**config.mk**
```make
export PLATFORM = sky130hd
export DESIGN_NAME = inst_loader
export DESIGN_NICKNAME = d
export VERILOG_FILES = /design/src/rtl/inst_loader.sv
export SDC_FILE = /design/constraint.sdc
export NUM_CORES = 1
export LEC_CHECK = 0
export CAP_MARGIN = 20
export CORE_MARGIN = 5
export CORE_UTILIZATION = 53
export CTS_BUF_LIST = sky130_fd_sc_hd__clkbuf_4 sky130_fd_sc_hd__clkbuf_8
export DETAILED_ROUTE_END_ITERATION = 8
export GPL_TIMING_DRIVEN = 0
export PLACE_DENSITY_LB_ADDON = 0.05
export SYNTH_ARGS = -nofsm -noshare
export SYNTH_HDL_FRONTEND = slang
export SYNTH_SLANG_ARGS = --single-unit
```
**constraint.sdc**
```tcl
create_clock -name clk -period 2.34 [get_ports clk]
set_input_delay 0.702 -clock clk [delete_from_list [all_inputs] [get_ports clk]]
set_output_delay 0.702 -clock clk [all_outputs]
set_load 0.02 [all_outputs]
```
**src/rtl/inst_loader.sv**
```systemverilog
// inst_loader: assembles received bytes (MSB first) into 32-bit instruction words,
// writes them to instruction memory, and after the end-marker forwards every later
// byte to the CPU input port.
// Optional build macro LOADER_TIMEOUT_EN: discards a partial word after TIMEOUT idle cycles.
module inst_loader #(
    parameter int          ADDR_WIDTH = 15,
    parameter logic [31:0] END_MARKER = 32'hFFFFFFFF,
    parameter logic [15:0] TIMEOUT    = 16'd50000
) (
    input  logic                  clk,
    input  logic                  xrst,
    input  logic [7:0]            rx_data,
    input  logic                  rx_valid,
    output logic                  imem_we,
    output logic [ADDR_WIDTH-1:0] imem_addr,
    output logic [31:0]           imem_wdata,
    output logic                  done,
    output logic                  overflow,
    output logic                  io_valid,
    output logic [7:0]            io_data,
    output logic [ADDR_WIDTH:0]   word_count
);

    localparam logic [0:0] ST_LOAD = 1'b0;
    localparam logic [0:0] ST_RUN  = 1'b1;

    localparam logic [ADDR_WIDTH-1:0] ADDR_LAST = '1;

    logic [0:0]            state_q, state_d;
    logic [1:0]            bcnt_q, bcnt_d;
    logic [23:0]           shreg_q, shreg_d;
    logic                  we_q, we_d;
    logic [ADDR_WIDTH-1:0] addr_q, addr_d;
    logic [31:0]           wdata_q, wdata_d;
    logic                  done_q, done_d;
    logic                  ovf_q, ovf_d;
    logic                  iov_q, iov_d;
    logic [7:0]            iod_q, iod_d;
    logic [ADDR_WIDTH:0]   wc_q, wc_d;
    logic [31:0]           word_w;
`ifdef LOADER_TIMEOUT_EN
    logic [15:0]           idle_q, idle_d;
`else
    // TIMEOUT has no role in this build; nothing is generated from it.
    if (TIMEOUT != 16'd0) begin : g_no_timeout
    end
`endif

    // Only the low 24 bits of history are needed: the 4th byte completes the word.
    assign word_w = {shreg_q, rx_data};

    // Next-state logic for byte assembly, memory writes and byte forwarding
    always_comb begin
        state_d = state_q;
        bcnt_d  = bcnt_q;
        shreg_d = shreg_q;
        we_d    = 1'b0;
        addr_d  = addr_q;
        wdata_d = wdata_q;
        done_d  = done_q;
        ovf_d   = ovf_q;
        iov_d   = 1'b0;
        iod_d   = iod_q;
        wc_d    = wc_q;
`ifdef LOADER_TIMEOUT_EN
        idle_d  = idle_q;
`endif

        // Address/count advance the cycle after the write pulse; address saturates
        // at the last word so it never wraps back onto word 0.
        if (we_q) begin
            wc_d = wc_q + 1'b1;
            if (addr_q != ADDR_LAST) begin
                addr_d = addr_q + 1'b1;
            end
        end

        if (state_q == ST_LOAD) begin
            if (rx_valid) begin
                shreg_d = word_w[23:0];
                bcnt_d  = bcnt_q + 2'd1;
                if (bcnt_q == 2'd3) begin
                    if (word_w == END_MARKER) begin
                        state_d = ST_RUN;
                        done_d  = 1'b1;
                    end else if (!wc_q[ADDR_WIDTH]) begin
                        we_d    = 1'b1;
                        wdata_d = word_w;
                    end else begin
                        ovf_d   = 1'b1;
                    end
                end
            end
`ifdef LOADER_TIMEOUT_EN
            if (rx_valid || bcnt_q == 2'd0) begin
                idle_d = '0;
            end else if (idle_q == TIMEOUT) begin
                idle_d  = '0;
                bcnt_d  = '0;
                shreg_d = '0;
            end else begin
                idle_d = idle_q + 16'd1;
            end
`endif
        end else begin
            if (rx_valid) begin
                iov_d = 1'b1;
                iod_d = rx_data;
            end
        end
    end

    // State registers with asynchronous active-low reset
    always_ff @(posedge clk or negedge xrst) begin
        if (!xrst) begin
            state_q <= ST_LOAD;
            bcnt_q  <= '0;
            shreg_q <= '0;
            we_q    <= 1'b0;
            addr_q  <= '0;
            wdata_q <= '0;
            done_q  <= 1'b0;
            ovf_q   <= 1'b0;
            iov_q   <= 1'b0;
            iod_q   <= '0;
            wc_q    <= '0;
`ifdef LOADER_TIMEOUT_EN
            idle_q  <= '0;
`endif
        end else begin
            state_q <= state_d;
            bcnt_q  <= bcnt_d;
            shreg_q <= shreg_d;
            we_q    <= we_d;
            addr_q  <= addr_d;
            wdata_q <= wdata_d;
            done_q  <= done_d;
            ovf_q   <= ovf_d;
            iov_q   <= iov_d;
            iod_q   <= iod_d;
            wc_q    <= wc_d;
`ifdef LOADER_TIMEOUT_EN
            idle_q  <= idle_d;
`endif
        end
    end

    assign imem_we    = we_q;
    assign imem_addr  = addr_q;
    assign imem_wdata = wdata_q;
    assign done       = done_q;
    assign overflow   = ovf_q;
    assign io_valid   = iov_q;
    assign io_data    = iod_q;
    assign word_count = wc_q;

endmodule
```
# Word level (Yosys, flattened, before mapping)
# Index checks and enable logic that the tools add are counted.
[classes]
bitwise = 3
eq_ne = 3
addsub = 3
mux = 11
reduce_logical = 6
[op_table]
columns = ["operator", "n"]
rows = [
  ["$eq 32x32->1 const B", 1],
  ["$add 16x1->16 const B", 1],
  ["$add 15x1->15 const B", 1],
  ["$ne 15x15->1 const B", 1],
  ["$mux 1", 11],
  ["$reduce_and 5->1", 2],
  ["$reduce_and 2->1", 3],
  ["$reduce_and 4->1", 1],
  ["$not 1->1", 3],
  ["$add 2x1->2 const B", 1],
  ["$eq 2x2->1 const B", 1],
]
[word_totals]
inputBits = 11
reg_bits = 102

# Longest topological paths before layout
[depth]
depth_word = 5
depth_mapped = 6

# Worst setup path before layout
# No wires, ideal clock.
[synth_path]
path_type = "input -> register"
startpoint = "input port rx_valid"
endpoint = "register wdata_q[0] (netlist: imem_wdata[0])"
path_stages = 6
arrival_ps = 1878
setup_time_ps = 125
n_path_buf = 2
slack_ps = 337
path_cell_list = "and2b_1 -> buf_4 -> nand2_2 -> a211oi_4 -> buf_6 -> mux2_4"
[synth_via]
elab_chain_cells = 1
[synth_rtl]
columns = ["item", "line_no", "rtl"]
rows = [
  ["start: declaration", "13", "input logic rx_valid,"],
  ["$reduce_and 5->1 (no source line)", "n/a", ""],
  ["end signal: assignment", "136", "wdata_q <= wdata_d;"],
  ["end: declaration", "34", "logic [31:0] wdata_q, wdata_d;"],
]
# No other way between the ends.
# A chain may end at the register's enable or synchronous reset.

# Final worst setup path
[layout_path]
startpoint = "input port rx_valid"
endpoint = "register wdata_q[24] (netlist: imem_wdata[24])"
# Same word-level chain as after synthesis.

==> summary.md <==
| Metric | Value |
|---|---|
| Outcome | completed |
| Hold violation total from the final report | 0 |
| Antenna violations before repair | 0 |
| Filler cell count | 567 |
| Mapped Avg Cell Area | 12.5 sq um |
| Unrepaired setup endpoints after global routing | no |
| Die Wd | 99.3 um |
| Layout Utilization | 0.701 |
| Setup ws final | 0.0897 ns |
| Wire per inst | 15.5 um |
| Setup violations, final | 0 |
| Final worst path period share | 0.962 |
| CTS sink count | 102 |
| Diodes inserted | 0 |
| Syn Nets | 351 |
| Setup CP Type | input pin to flip-flop |
| CP Data Arrival Time | 2.49 ns |
| Num rows | 32 |
| Starting Density | 0.544 |
| Synth cell types | 31 |
| Overall Power | 5.56 mW |
| IO Pins | 86 |
| Synth Instances | 337 |
| Synthesized area | 4230 sq um |
| Worst-Skew Late Latency | 0.35 ns |
| Core Area | 7770 sq um |
| Area growth, synth to finish | 28.7% |
| Startpoint class of the critical path | input pin |
| Commonest non-fill, non-tap cell in the layout | dfrtp_1 |
| PortBufs | 85 |
| Drt pass-1 iters | 4 |
| Area of the multi-input gates | 1600 sq um |
| Fin cells | 542 |
| Vias after detailed routing | 2806 |
| Synth top area share | 0.604 |
| Worst path max stage delay | 0.51 ns |
| All-Layer GR Usage | 0.181 |
| CP bufs+invs | 3 |
| First-pass GRT wire length | 14300 um |
| Register Area | 2550 sq um |
| Leading area contributor after synthesis | dfrtp_1 |
| Drt first-iter violations | 159 |
| Setup tns final | 0 ns |
| CP max FO | 10 |
| Min Clock Period, post-route | 2.25 ns |
| H-Tree Depth | 3 |
| Largest net degree at the start of global routing | 58 |
| Num CTS Buffers | 9 |
| Syn. warnings | 0 |
| Maximum buffer depth of the clock tree | 2 |
| Placed insts | 525 |
| Antenna Violating Nets Remaining | 0 |
| Post-place setup slack | -0.381 ns |
| CTS tree | done |
| Clock-pin slew on the worst setup and hold paths | 0.09 ns |
| Nets | 449 |
| Die Ht | 99.3 um |
| Peak supply drop | 0.646 mV |
| Root buffer cell | clkbuf_8 |
| PostCTS Resize Cnt | 0 |
| CTS hold repair buffers | 0 |
| Fin area | 5440 sq um |
| CP Data Required Time | 2.58 ns |
| Highest Clock Rate | 0.444 GHz |
| Register area share after synthesis | 0.604 |
| Post-DP HPWL | 6050 um |
| Hold crit path type | input pin to async pin |
| Vias per cell | 5.18 |
| CP max-delay cell | clkdlybuf4s50_1 |
| Pins Over Slew Limit | 0 |
| Die ar. | 9870 sq um |
| Least-Margin Pin Slew | 0.593 ns |
| Hold slack | 0.343 ns |
| Clock skew | 0.00815 ns |
| Synth area leaders | dfrtp_1 60%, mux2_4 10%, nand2_1 7.7%, mux2_2 3.5%, xnor2_1 2.9% |
| Residual DRC | 0 |
| GP Congestion | 0.755 |
| Static leakage | 2.58 nW |
| Top delay family on crit path | buffers and inverters |
| Most frequent cells in the layout | 102 x dfrtp_1, 87 x nand2_1, 84 x clkdlybuf4s50_1 |
| Dpl cell area | 5230 sq um |
| Vias in the first global route | 2838 |
| Max cap viols | 0 |
| Critical Path End Type | flip-flop |
| Post-Route WL | 8390 um |
| Share of layout cells above drive strength 1 | 0.166 |
| Slew headroom | 0.605 |
| Seq cells post-synth | 102 |
| CP Cell Sequence | clkdlybuf4s50_1 > and2b_1 > buf_4 > nand2_2 > a211oi_4 > buf_6 > mux2_4 |
| Total gr overflow | 0 |
| Power Dens Cells | 1020 nW/um^2 |
==> worst paths after layout <==
check                                      start                          to  slack [ns]  cells past startpoint
min in group clk           bcnt_q[0]$_DFFE_PN0P_       bcnt_q[0]$_DFFE_PN0P_        0.49                      1
setup / recovery                        rx_valid  imem_wdata[24]$_DFFE_PN0P_        0.09                      7
max in group asynchronous                   xrst     shreg_q[10]$_DFFE_PN0P_        1.32                      2
setup reg to reg               state_q$_DFF_PN0_  imem_wdata[24]$_DFFE_PN0P_        0.48                      6
hold reg to reg            bcnt_q[0]$_DFFE_PN0P_       bcnt_q[0]$_DFFE_PN0P_        0.49                      1
hold / removal                              xrst   imem_addr[11]$_DFFE_PN0P_        0.34                      1
==> repair_timing <==
item | 4_1_cts | 5_1_grt
buffers inserted | 0 | 1
hold endpoints to repair | 0 | 0
pin swaps | 1 | 1
setup endpoints to repair | 1 | 29
==> layout make-up <==
class,instances,area share
repair buffers,87,0.162
clock buffers,11,0.0267
clock inverters,5,0.0108
multi-input cells,221,0.293
inverters,3,0.00207
well taps,102,0.0234
plain buffers,11,0.0129
flip-flops and latches,102,0.469
==> flip-flops by register name (all words and copies together) (netlist names), 2 cells and up <==
signal	flops
bcnt_q	2
imem_addr	15
imem_wdata	32
io_data	8
shreg_q	24
word_count	16
==> cell families (layout without fill, tap and decap cells) <==
| logic type | count (synthesis) | count (layout) | synth area share |
|---|---|---|---|
| simple gates | 141 | 141 | 0.157 |
| mux | 42 | 42 | 0.138 |
| fa+ha+maj | 3 | 3 | 0.00888 |
| xor+xnor | 27 | 27 | 0.0559 |
| buf+inv | 14 | 117 | 0.0192 |
| compound gates | 8 | 8 | 0.0175 |
| flops | 102 | 102 | 0.604 |
==> report_power, final <==
part	total (mW)	internal, mW	leakage (nW)	switching, mW
Combinational	1.98	1.10	1.16	0.873
Clock	1.12	0.536	0.0990	0.580
Sequential	2.47	2.16	1.32	0.312
Total	5.56	3.80	2.58	1.76
==> cell usage after synthesis, drive strengths merged <==
cell	instances
a41o	2
nor3	6
or2	1
a21oi	2
nand2b	2
nor3b	1
nand4	17
a211oi	1
a21boi	1
xnor2	14
ha	3
xor2	13
clkbuf	5
o21bai	1
nor4	7
a31o	1
nor2	7
inv	3
and3	3
buf	6
mux2	42
nand2	88
nor4b	1
dfrtp	102
and2b	1
nand3	7
==> worst reg2reg max path, delay by kind of cell (launching register included) <==
family          cells  cell delay (ns)
buf+inv             2             0.40
flops               1             0.41
compound gates      1             0.33
simple gates        2             0.28
mux                 1             0.31
==> layer usage <==
metal	routed length [um]	GRT usage
met1	3930	0.249
met2	3950	0.293
met5	0	0
met3	444	0.0407
met4	66	0.0473
(Power assumes the default switching activity.)
